$ cat src/rtl/tile_map_controller.sv
// tile_map_controller: level tile grid loader, per-pixel tile/offset source and vblank gift collector
module tile_map_controller #(
  parameter int TILE_W   = 80,
  parameter int TILE_H   = 80,
  parameter int COLS     = 8,
  parameter int ROWS     = 6,
  parameter int H_ACTIVE = 640,
  parameter int V_ACTIVE = 480
) (
  input  logic        clk,
  input  logic        reset,
  input  logic [10:0] pixelX,
  input  logic [10:0] pixelY,
  input  logic        loadReq,
  input  logic [1:0]  levelData,
  output logic [5:0]  levelAddr,
  output logic        loadBusy,
  input  logic        collectReq,
  input  logic [2:0]  collectCol,
  input  logic [2:0]  collectRow,
  output logic        collectAck,
  output logic        collectHit,
  output logic [5:0]  giftsLeft,
  output logic [10:0] offsetX,
  output logic [10:0] offsetY,
  output logic [1:0]  Tile_type
);
  localparam int N = COLS * ROWS;
  localparam logic [10:0] TW1 = 11'(TILE_W - 1);
  localparam logic [10:0] TH1 = 11'(TILE_H - 1);
  localparam logic [10:0] HA  = 11'(H_ACTIVE);
  localparam logic [10:0] VA  = 11'(V_ACTIVE);
  localparam logic [10:0] C11 = 11'(COLS);
  localparam logic [5:0]  N6   = 6'(N);
  localparam logic [5:0]  LAST = 6'(N - 1);
  localparam logic [5:0]  C6   = 6'(COLS);
  localparam logic [3:0]  C4   = 4'(COLS);
  localparam logic [3:0]  R4   = 4'(ROWS);

  typedef enum logic [1:0] {EMPTY, LOAD, RUN} state_t;

  state_t      r_state;
  logic [1:0]  r_grid [N];
  logic [5:0]  r_cnt;
  logic        r_armed;
  logic [10:0] r_offx, r_offy, r_col, r_row;
  logic [10:0] w_offx, w_offy, w_col, w_row;
  logic [5:0]  w_pidx, w_cidx;
  logic        w_xwrap, w_ystep, w_ywrap, w_active, w_cin, w_svc, w_gift;

  // Next tile counters for the current pixel and collect-request decode
  always_comb begin
    w_xwrap  = r_offx == TW1;
    w_offx   = (pixelX == '0 || w_xwrap) ? '0 : r_offx + 11'd1;
    w_col    = (pixelX == '0) ? '0 : r_col + {10'd0, w_xwrap};
    w_ystep  = pixelX == '0;
    w_ywrap  = r_offy == TH1;
    w_offy   = !w_ystep ? r_offy : (pixelY == '0 || w_ywrap) ? '0 : r_offy + 11'd1;
    w_row    = !w_ystep ? r_row : (pixelY == '0) ? '0 : r_row + {10'd0, w_ywrap};
    w_pidx   = 6'(w_row * C11 + w_col);
    w_active = pixelX < HA && pixelY < VA && r_state == RUN;
    w_cin    = {1'b0, collectCol} < C4 && {1'b0, collectRow} < R4;
    w_cidx   = {3'd0, collectRow} * C6 + {3'd0, collectCol};
    w_svc    = r_state == RUN && pixelY >= VA && collectReq && r_armed && !loadReq;
    w_gift   = w_cin && r_grid[w_cidx] == 2'b10;
  end

  // Pixel pipeline: advance tile counters and register the drawer outputs
  always_ff @(posedge clk or posedge reset)
    if (reset) begin
      r_offx    <= '0;
      r_offy    <= '0;
      r_col     <= '0;
      r_row     <= '0;
      offsetX   <= '0;
      offsetY   <= '0;
      Tile_type <= 2'b00;
    end else begin
      r_offx    <= w_offx;
      r_offy    <= w_offy;
      r_col     <= w_col;
      r_row     <= w_row;
      offsetX   <= w_active ? w_offx : '0;
      offsetY   <= w_active ? w_offy : '0;
      Tile_type <= w_active ? r_grid[w_pidx] : 2'b00;
    end

  // Control FSM: ROM load sequencing, gift collection in vblank and its handshake
  always_ff @(posedge clk or posedge reset)
    if (reset) begin
      for (int i = 0; i < N; i++) r_grid[i] <= 2'b00;
      r_state    <= EMPTY;
      r_cnt      <= '0;
      r_armed    <= 1'b1;
      levelAddr  <= '0;
      loadBusy   <= 1'b0;
      collectAck <= 1'b0;
      collectHit <= 1'b0;
      giftsLeft  <= '0;
    end else begin
      r_armed    <= !collectReq || (r_armed && !w_svc);
      collectAck <= w_svc;
      collectHit <= w_svc && w_gift;
      if (r_state == LOAD) begin
        r_cnt     <= r_cnt + 6'd1;
        levelAddr <= (r_cnt >= LAST) ? LAST : r_cnt + 6'd1;
        if (r_cnt != '0) begin
          r_grid[r_cnt - 6'd1] <= levelData;
          giftsLeft <= giftsLeft + 6'(levelData == 2'b10);
        end
        if (r_cnt == N6) begin
          r_state   <= RUN;
          loadBusy  <= 1'b0;
          levelAddr <= '0;
        end
      end else if (loadReq) begin
        r_state   <= LOAD;
        r_cnt     <= '0;
        levelAddr <= '0;
        loadBusy  <= 1'b1;
        giftsLeft <= '0;
      end else if (w_svc && w_gift) begin
        r_grid[w_cidx] <= 2'b01;
        giftsLeft <= (giftsLeft == '0) ? '0 : giftsLeft - 6'd1;
      end
    end
endmodule

$ cat config.mk
export PLATFORM = sky130hd
export DESIGN_NAME = tile_map_controller
export DESIGN_NICKNAME = d
export VERILOG_FILES = /design/src/rtl/tile_map_controller.sv
export SDC_FILE = /design/constraint.sdc
export NUM_CORES = 1
export LEC_CHECK = 0
export BUFFER_PORTS_ARGS = -buffer_cell sky130_fd_sc_hd__buf_2
export CAP_MARGIN = 20
export CORE_UTILIZATION = 45
export DETAILED_ROUTE_END_ITERATION = 8
export PLACE_DENSITY = 0.75
export SYNTH_ARGS = -nofsm -noshare
export SYNTH_HDL_FRONTEND = slang
export SYNTH_SLANG_ARGS = --single-unit
$ cat constraint.sdc
create_clock -name clk -period 5.6 [get_ports clk]
set_input_delay 0.56 -clock clk [delete_from_list [all_inputs] [get_ports clk]]
set_output_delay 0.56 -clock clk [all_outputs]
set_load 0.02 [all_outputs]
# == Word-level counts from Yosys, hierarchy flattened ==
# Index checks and enable logic that the tools add are counted.
# W data, S select, Z words.
# totals
regBits,188
in_bits,34
output_inout_bits,39
wordCells,167
# classes
n_addsub,10
n_lt_le_gt_ge,10
n_eq_ne,10
mux,40
n_bitwise,6
n_reduce_logical,27
# ops
cell,n
$mux W96,4
$bwmux W96,1
$mux W11,7
$mux W6,10
$and A48 B48 Y48,1
$not A48 Y48,1
$or A48 B48 Y48,1
$bmux W2 S6,2
$demux W2 S6,2
$add A11 B1 Y11,2
$add A11 B1 Y11 const B,2
$eq A11 B7 Y1 const B,2
$logic_not A11 Y1,2
$ge A7 B7 Y1 const B,3
$not A6 Y7,3
$mux W2,10
$lt A7 B1 Y1 const B,2
$sub A6 B1 Y6 const B,2
$ge A11 B9 Y1 const B,1
$logic_and A1 B1 Y1,11
$lt A11 B10 Y1 const B,1
$lt A11 B9 Y1 const B,1
$mux W8,1
$add A6 B1 Y6,1
18 further kinds,30

# == Longest topological paths before layout ==
# Gate-level depths: netlist of run 1.
# logic_depth
depth_word,11
ltp_mapped,14
mapped_depth_nobuf,14

# == Worst setup path after synthesis of run 1 ==
# OpenSTA, ideal clock, no wires.
# synth_path
kind,input -> register
from,input pixelX[1]
to,register Tile_type[1]
t_arrival_ps,3249
setup_slack_ps,2269
path_stages,10
n_path_buf,2
cell_sequence,or4_1 -> nor3_1 -> clkbuf_1 -> buf_2 -> nor2_1 -> ha_1 -> inv_1 -> fa_1 -> mux4_2 -> o22ai_1
# synth_between
elab_chain_cells,8
# synth_lines
element,line,rtl
"start, declared",12,"input logic [10:0] pixelX,"
$logic_not A11 Y1,55,"w_col = (pixelX == '0) ? '0 : r_col + {10'd0, w_xwrap};"
$mux W11,55,
named net w_col[3],47,"logic [10:0] w_offx, w_offy, w_col, w_row;"
$add A6 B6 Y6,60,w_pidx = 6'(w_row * C11 + w_col);
$not A6 Y7 (not written as such),85,Tile_type <= w_active ? r_grid[w_pidx] : 2'b00;
$bmux W2 S6,85,
$mux W2 (not written as such) (2 in series),85,
$mux W2,85,
"end signal, assigned",85,
"end, declared",26,output logic [1:0] Tile_type
# The timed path passes the listed nets, and every way through them passes these cells. The select of a mux whose other input is x is not followed.
# A chain may end at the register's enable or synchronous reset.

# == Worst setup path after layout of run 1 ==
# layout_path
from,register r_offx[0]
to,register Tile_type[1]
# layout_between
elab_chain_cells,9
# layout_lines
element,line,rtl
"start, declared",46,"logic [10:0] r_offx, r_offy, r_col, r_row;"
"start signal, assigned",79,r_offx <= w_offx;
$eq A11 B7 Y1,53,w_xwrap = r_offx == TW1;
$add A11 B1 Y11,55,
$mux W11,55,
$add A6 B6 Y6,60,
$not A6 Y7 (not written as such),85,
$bmux W2 S6,85,
$mux W2 (not written as such) (2 in series),85,
$mux W2,85,
# Every way passes these cells. The select of a mux whose other input is x is not followed.

==> results of run 1 <==
## layout by cell type, fill, tap and decap left out, types with 9 or more instances in the layout
cell,Yosys,routed
dfrtp_1,173,173
xor2_1,15,14
o21ai_1,12,12
nand2b_1,16,16
buf_4,3,25
nor2b_1,14,13
mux2i_1,33,33
mux4_2,11,11
nor3_1,43,39
a211oi_1,21,21
nor2_1,84,81
buf_2,23,72
nor4_1,11,11
clkbuf_16,0,17
xnor2_1,13,13
a21oi_1,69,69
a22o_1,22,22
nand3_1,33,33
o21ai_0,129,129
a31oi_1,9,9
ha_1,13,13
nand2_1,154,154
a221oi_1,61,61
o211ai_1,10,10
inv_1,56,55
o22ai_1,28,28
a22oi_1,25,25
## per-layer routing
metal	vias up	GRT usage (%)	routed length, um
met5	-	0	0
met4	0	17.3	2210
met3	183	7.80	4520
met2	834	45.0	16800
met1	5306	38.7	14900
li1	4904	-	-
## registers in the layout, indices dropped and copies added, names as in the netlist
register / flops
levelAddr: 6
r_armed: 1
r_row: 3
r_col: 6
r_grid: 96
collectAck: 1
offsetY: 11
giftsLeft: 6
r_offy: 11
r_offx: 11
r_cnt: 6
Tile_type: 2
r_state: 2
offsetX: 11
collectHit: 1
## critical path, cell delays in order (launching register included)
cell	delay, ps
dfrtp_1	430
ha_1	250
and3_1	220
and4_1	200
ha_1	620
buf_4	340
nor2_1	80
nor2_1	750
a2bb2oi_1	260
a21oi_1	70
mux4_2	500
o22ai_1	200
## through the flow
stage                     cells  area, um^2  worst slack [ps]  total power, mW
after global placement     1627       11800              1680             4.81
after detailed placement   1627       11800              1580             4.90
after floorplan            1308       11300               325             4.01
after global routing       1661       12500              1460             6.59
after CTS                  1659       12400              1680             6.14
final                      1661       12500              1580             6.27
## power by group
part           total (mW)  switching (mW)  internal (mW)  leakage, nW
Sequential           2.27           0.593           1.67         2.20
Combinational        2.77            1.74           1.03         2.77
Clock                1.24           0.630          0.612        0.297
Total                6.27            2.96           3.32         5.27
## cells by family after synthesis
kind of cell | count (synthesis) | share of synthesized area, %
compound gates | 458 | 27.6
simple gates | 418 | 17.6
flops | 174 | 38.6
buf+inv | 160 | 6.10
mux | 56 | 6.32
xor+xnor | 28 | 2.17
fa+ha+maj | 14 | 1.62
## worst min path at each step
stage | startpoint | endpoint | slack, ps | cells past startpoint
floorplan | r_armed$_DFF_PP1_ | r_armed$_DFF_PP1_ | 460 | 2
global placement | levelAddr[0]$_DFFE_PP0P_ | levelAddr[0]$_DFFE_PP0P_ | 460 | 1
detailed placement | levelAddr[3]$_DFFE_PP0P_ | levelAddr[3]$_DFFE_PP0P_ | 460 | 1
CTS | reset | collectAck$_DFF_PP0_ | 200 | 2
global route | reset | r_offy[6]$_DFF_PP0_ | 220 | 2
finish | reset | r_offy[6]$_DFF_PP0_ | 170 | 2
## layout make-up
type,instances,area share (%)
clock inverter,15,1.46
timing repair buffer,99,4.55
inverter,58,1.79
tap,324,3.25
sequential,174,35.0
clock buffer,17,3.42
multi-input combinational,974,50.6
==> results.toml, run 1 <==
[layout]
seq_area_um2 = 4360
layout-drive-gt1-share_pct = 13.8
fin_util_pct = 50.9
multiInputGateArea_um2 = 6300
num-nets-final = 1372
antennaDiodeCount = 0
nFillCells = 2255
syn_to_final_growth_pct = 10.3

[worst_setup_path]
r2r_slack_ps = 1580
startpoint_of_the_worst_slack_reg_to_reg_timing_path = "r_offx[0]$_DFF_PP0_"
critPathArrivalTime_ps = 4380
cp-endpoint = "Tile_type[1]$_DFF_PP0_"
timing.critical_path.to_type = "register"
rr_endpoint = "Tile_type[1]$_DFF_PP0_"
worst-path-max-fanout = 16
critPathRequiredTime_ps = 5960
critical_path_launch_point_type = "register"
worstSetupStartpoint = "r_offx[0]$_DFF_PP0_"
rr_worst_depth = 11
critPathKind = "reg2reg"

[logic_synthesis]
synth.top_cell.area_share_pct = 38.3
synth.most_common_cell = "dfrtp_1"
synth.ff_latch_count = 174
synth_sequential_area_ratio_pct = 38.6
synthesized_area_per_cell_um2 = 8.63
syn_nets = 1356
netlist_area_um2 = 11300
yosys_most_used_dff = "dfrtp_1"
synth_common_cells = "dfrtp_1 (173), nand2_1 (154), o21ai_0 (129), nor2_1 (84), a21oi_1 (69)"
ys_top_cells_by_area = "dfrtp_1 (38%), o21ai_0 (5.7%), nand2_1 (5.1%)"
async_reset_ff_share_pct = 100
synth_top_cell_by_area = "dfrtp_1"
post_synth_num_cell_types = 83
synth_edf_count = 0
postSynthCellCount = 1308
ys.warnings.count = 0

[route]
via_per_inst = 6.76
route.detailed.wl_per_inst_um = 23.1
route.final.wire_length_um = 38400
first_pass_iters = 8
vias = 11200
route.detailed.drc = 0
initialDrtViolationCount = 1725
number_of_nets_still_failing_antenna_checks_after_routing = 0

[sta]
worst_tran_pin_value_ps = 1190
setup-violations-final = 0
finalCritPeriodShare_pct = 71.9
max_clock_freq_mhz = 249
grt_setup_unrepaired = "no"
hold_violations = 0
layout_min_cycle_time_ps = 4020
finalMaxSlewViolations = 0
aggregate_negative_setup_slack_ps = 0
worst_clock_skew_ps = 14.4
final.hold.worst_slack_ps = 172
maxSlewHeadroom_pct = 20.3

[floorplan]
dieHeight_um = 160
design.die.area_um2 = 25700
die_x_um = 160
design.core.area_um2 = 24500
initial_core_util_pct = 46.2
io-pin-count = 73
rows = 57

[grt]
grt_pass1_wl_um = 59600
global_route.usage.total_pct = 29.8
antenna_violations_before_repair = 0
grt_start_max_net_pins = 67
grt_overflow = 0
grt_pass1_vias = 10600

[clock_network]
cts.clk_slew.worst_paths_ps = 80
tritoncts_buffer_count = 17
h-tree-depth = 4
cts_setup_buffers = 0
tritoncts_clock_tree = "yes"
ctsRootBufferMaster = "clkbuf_16"
cts_stage_hold_buffer_count = 0
clk-insertion-delay-late_ps = 460
cts_resized = 0
clock_sink_total = 174
max-clock-path-buffers = 2

[power_and_ir_drop]
peak_ir_drop_on_the_vdd_network_uv = 326
power_density_nw_per_um2 = 504
leakagePower_nw = 5.27

[placed_design]
numPortBuffers = 72
dp.final_hpwl_um = 25700
gp_routability_congestion = 1.08

[run_status]
outcome = "complete, no violations"

[hold_path]
holdCritPathClass = "in2async"

[job]
timing.max_cap.violations = 0
Note: power is estimated with default switching activity, not from simulation.
==> run 2, diff against run 1 <==
PLACE_DENSITY = 0.72   (was 0.75)
clock period = 4.11 ns   (was 5.6 ns; I/O delays follow)
==> run 2 against run 1 <==
Die area is the same. Largest cell class unchanged. Utilization increased by 0.36 points. Hold slack worse by 30 ps. Cell count rose by 0.66%. Wire length rose by 0.43%. Combinational power rose by 38%. Clock power is 35% higher. Worst setup slack got worse by 1100 ps. Clock skew decreased by 3.3 ps.
==> results.toml, run 2 (same netlist as run 1, synthesis figures left out) <==
[sta]
aggregate_negative_setup_slack_ps = 0
final_critical_path_setup_slack_ps = 513
finalCritPeriodShare_pct = 87.5
max_clock_freq_mhz = 278
hold_violations = 0
finalMaxSlewViolations = 0
worst_clock_skew_ps = 11.1
layout_min_cycle_time_ps = 3600
setup-violations-final = 0
maxSlewHeadroom_pct = 27.5
grt_setup_unrepaired = "no"
worst_tran_pin_value_ps = 1080

[route]
vias = 11400
first_pass_iters = 7
initialDrtViolationCount = 1690
route.final.wire_length_um = 38600
number_of_nets_still_failing_antenna_checks_after_routing = 0
via_per_inst = 6.81
route.detailed.drc = 0
route.detailed.wl_per_inst_um = 23.1

[power_and_ir_drop]
power_density_nw_per_um2 = 685
sw_frac_of_total_pct = 46.5
switchingPower_mw = 3.99
combinationalPowerShare_pct = 44.4
clock_power_share_pct = 19.4
leakagePower_nw = 5.32
power_share_of_the_sequential_group_pct = 36.2
p_int_mw = 4.60
post-layout-total-power_mw = 8.59
peak_ir_drop_on_the_vdd_network_uv = 406

[placed_design]
post-place-ws_ps = 600
numPortBuffers = 72
gp_routability_congestion = 1.05
dp.final_hpwl_um = 26000

[worst_setup_path]
critPathArrivalTime_ps = 3910
critPathKind = "reg2reg"
critical_path_launch_point_type = "register"
cp_slowest_cell = "ha_1"
timing.critical_path.to_type = "register"
critPathRequiredTime_ps = 4430
worst-path-max-fanout = 19
startpoint_of_the_worst_slack_reg_to_reg_timing_path = "r_offx[0]$_DFF_PP0_"
critical-path-max-stage-delay_ps = 600
critPathTopFamily = "simple AND/OR/NAND/NOR gates"
critical_path.cell_chain = "ha_1 > and3_1 > and4_1 > ha_1 > buf_4 > nor2b_1 > a221oi_1 > o22ai_1 > a32oi_1 > mux2i_1 > o22ai_1"
worstSetupStartpoint = "r_offx[0]$_DFF_PP0_"
r2r_slack_ps = 510
worst-path-buf-inv = 1

[run_status]
outcome = "complete, no violations"

[floorplan]
design.die.area_um2 = 25700
rows = 57
design.core.area_um2 = 24500
initial_core_util_pct = 46.2
io-pin-count = 73
dieHeight_um = 160
die_x_um = 160

[layout]
num-nets-final = 1383
syn_to_final_growth_pct = 11.1
antennaDiodeCount = 0
mostFrequentLayoutCell = "dfrtp_1"
largest_register_ffs = 96
layout-drive-gt1-share_pct = 14.4
registers.top_by_ff_count = "r_grid"
layout.cells.most_common_list = "dfrtp_1 (173), nand2_1 (154), o21ai_0 (129)"

[clock_network]
tritoncts_buffer_count = 17
h-tree-depth = 4
ctsRootBufferMaster = "clkbuf_16"
tritoncts_clock_tree = "yes"
clock_sink_total = 174
max-clock-path-buffers = 2
clk-insertion-delay-late_ps = 450
cts_setup_buffers = 0
cts_resized = 0
cts_stage_hold_buffer_count = 0
cts.clk_slew.worst_paths_ps = 70

[grt]
global_route.usage.total_pct = 30.0
antenna_violations_before_repair = 0
grt_pass1_wl_um = 60000
grt_overflow = 0
grt_pass1_vias = 10600
grt_start_max_net_pins = 175

[job]
timing.max_cap.violations = 0

[hold_path]
min-delay-start = "collectReq"
holdCritPathClass = "in2reg"
run 2: power groups by stage:
stage	Sequential, mW	Clock (mW)	Combinational [mW]
2_1_floorplan	2.77	0	2.69
3_3_place_gp	3.05	0	3.59
3_5_place_dp	3.06	0	3.68
4_1_cts	3.04	1.67	3.69
5_1_grt	3.14	1.76	4.10
6_report	3.11	1.67	3.82
run 2: area by class of cell:
cell class,instances,area (um^2)
Inverter,58,221
Fill cell,2232,11900
Clock inverter,15,179
Sequential cell,174,4360
Clock buffer,17,425
Multi-Input combinational cell,974,6290
Timing Repair Buffer,110,671
Tap cell,324,405
run 2: worst register-to-register path, cell delays in order, from the launching register on:
cell and delay [ps]:
dfrtp_1 430, ha_1 240, and3_1 220, and4_1 200, ha_1 600, buf_4 390
nor2b_1 500, a221oi_1 180, o22ai_1 220, a32oi_1 80, mux2i_1 300, o22ai_1 110
run 2: per-layer routing:
layer  routed length, um  up-vias  part of all wire [%]  GRT usage [%]
met5                   0        -                     0              0
met4                2500        0                   6.5           16.5
li1                    -     4926                     -              -
met2               16200      870                    42           43.9
met1               15000     5377                    39           39.4
met3                4890      218                    13           9.43
run 2: through the flow:
| step | std cells | util (%) | area [um^2] | hold WS, ps |
|---|---|---|---|---|
| global route | 1672 | 51.3 | 12500 | 177 |
| finish | 1672 | 51.3 | 12500 | 142 |
| detailed placement | 1640 | 48.8 | 11900 | 460 |
| global placement | 1640 | 48.8 | 11900 | 457 |
| floorplan | 1308 | - | 11300 | 463 |
| CTS | 1672 | 51.3 | 12500 | 153 |
run 2: final timing paths:
check	to	depth (start not counted)
setup / recovery	Tile_type[0]$_DFF_PP0_	11
max in group asynchronous	r_grid[36]$_DFFE_PP0P_	3
min in group asynchronous	r_state[1]$_DFFE_PP0P_	3
setup reg to reg	Tile_type[0]$_DFF_PP0_	11
hold reg to reg	levelAddr[2]$_DFFE_PP0P_	1
hold / removal	r_armed$_DFF_PP1_	2
==> run 3, diff against run 2 <==
GPL_TIMING_DRIVEN = 0   (was unset)
clock period = 3.5 ns   (was 4.11 ns; I/O delays follow)
==> run 3 against run 2 <==
Die area did not move. Clock power rose by 17%. Register-to-register slack got worse by 440 ps. First-iteration DRC count fell by 8.5%.
==> results.toml, run 3 (same netlist as run 1, synthesis figures left out) <==
[run_status]
outcome = "complete, no violations"

[job]
timing.max_cap.violations = 0

[route]
routed.top_layer = "met5"
route.detailed.drc = 0
via_per_inst = 6.77
vias = 11800
m1WireLength_um = 17800
route.detailed.wl_per_inst_um = 25.6
number_of_nets_still_failing_antenna_checks_after_routing = 0
route.final.wire_length_um = 44700
met3_length_um = 4770
wl_met2_um = 19200
initialDrtViolationCount = 1546
first_pass_iters = 7

[sta]
max_clock_freq_mhz = 292
worst_tran_pin_value_ps = 936
maxSlewHeadroom_pct = 37.6
hold_violations = 0
setup-violations-final = 0
layout_min_cycle_time_ps = 3420
final.hold.worst_slack_ps = 99.8
finalMaxSlewViolations = 0
finalCritPeriodShare_pct = 97.8
worst_clock_skew_ps = 17.1

[placed_design]
placedInstanceArea_um2 = 12100
numPortBuffers = 67
gp_routability_congestion = 1.04
placedCellCount = 1708
dp.final_hpwl_um = 32500

[power_and_ir_drop]
power_density_nw_per_um2 = 815
peak_ir_drop_on_the_vdd_network_uv = 510
leakagePower_nw = 5.48
post-layout-total-power_mw = 10.6

[layout]
layout-drive-gt1-share_pct = 16.6
mostFrequentLayoutCell = "dfrtp_1"
instances_no_fill = 1747
design_area_um2 = 13000
registers.top_by_ff_count = "r_grid"
num-nets-final = 1458
layout.cells.most_common_list = "dfrtp_1 (172), nand2_1 (153), o21ai_0 (128)"
largest_register_ffs = 96
syn_to_final_growth_pct = 14.8
antennaDiodeCount = 0

[worst_setup_path]
critPathKind = "reg2reg"
cp_slowest_cell = "nor2_1"
cp_dominant_cell_by_count = "a221oi_1"
worst-path-buf-inv = 4
critPathArrivalTime_ps = 3760
timing.critical_path.to_type = "register"
r2r_slack_ps = 80
critPathRequiredTime_ps = 3840
critical_path_launch_point_type = "register"
critical-path-max-stage-delay_ps = 690
worst-path-max-fanout = 10
critPathTopFamily = "buffers and inverters"
critical_path.cell_chain = "buf_2 > inv_1 > ha_1 > clkbuf_4 > xor2_2 > nor2_1 > clkbuf_1 > a221oi_1 > a221oi_1"

[grt]
grt_pass1_wl_um = 67100
grt_start_max_net_pins = 41
grt_pass1_vias = 11100
antenna_violations_before_repair = 0
grt_overflow = 0
global_route.usage.total_pct = 34.8

[clock_network]
clk-insertion-delay-late_ps = 450
tritoncts_buffer_count = 17
tritoncts_clock_tree = "yes"
h-tree-depth = 4
max-clock-path-buffers = 2
clock_sink_total = 174
cts.clk_slew.worst_paths_ps = 70
ctsRootBufferMaster = "clkbuf_16"

[floorplan]
rows = 57
io-pin-count = 73
design.core.area_um2 = 24500
design.die.area_um2 = 25700
dieHeight_um = 160
die_x_um = 160
initial_core_util_pct = 46.2

[hold_path]
holdCritPathClass = "in2reg"
## run 3: final timing paths
kind | endpoint | cells after the start | start
setup / recovery | r_grid[92]$_DFFE_PP0P_ | 9 | r_cnt[0]$_DFFE_PP0P_
hold / removal | r_armed$_DFF_PP1_ | 2 | collectReq
setup reg to reg | r_grid[92]$_DFFE_PP0P_ | 9 | r_cnt[0]$_DFFE_PP0P_
hold reg to reg | levelAddr[2]$_DFFE_PP0P_ | 1 | levelAddr[2]$_DFFE_PP0P_
max in group asynchronous | r_grid[64]$_DFFE_PP0P_ | 5 | reset
min in group asynchronous | r_grid[57]$_DFFE_PP0P_ | 3 | reset
## run 3: per-stage QoR
stage	setup slack [ps]	TNS [ps]	util, %
floorplan	324	0	-
global placement	-593	-52350	49.2
detailed placement	-555	-15710	49.7
CTS	-47.8	-102	52.4
global route	-44.6	-166	53.0
finish	78.0	0	53.0
## run 3: final cells by class
class | instances | area (um^2)
inverter | 58 | 221
fill | 2252 | 11500
clock buffer | 20 | 457
timing repair buffer | 85 | 520
clock inverter | 12 | 128
tap | 324 | 405
sequential | 174 | 4360
multi-input combinational | 974 | 6380
buffer | 100 | 494
## run 3: repair_timing
action | CTS | global route
setup buffers | 3 | 5
gates resized for setup | 22 | 36
hold buffers | 1 | 0
endpoints found under the setup margin | 85 | 76
pin swaps | 1 | 3
endpoints found under the hold margin | 21 | 0
## run 3: layer usage
layer  GRT usage (%)  up-vias
met1            45.2     5648
met3            8.81      198
met2            52.1      897
met4            20.6        2
li1                -     5087
met5            2.65        -
## run 3: worst register-to-register path: cells and delay by family, from the launching register on
kind / cells / cell delay [ps]
buffers and inverters: 4 / 1320
and+or+nand+nor: 1 / 690
DFF: 1 / 460
AOI/OAI and AO/OA: 2 / 410
xor gates and xnor gates: 1 / 240
adders and majority gates: 1 / 210
## run 3: where the power goes
part,leakage [nW],internal [mW],switching [mW],total [mW]
logic,2.99,1.79,3.16,4.95
clock network,0.283,1.04,0.912,1.95
registers,2.20,2.68,0.979,3.66
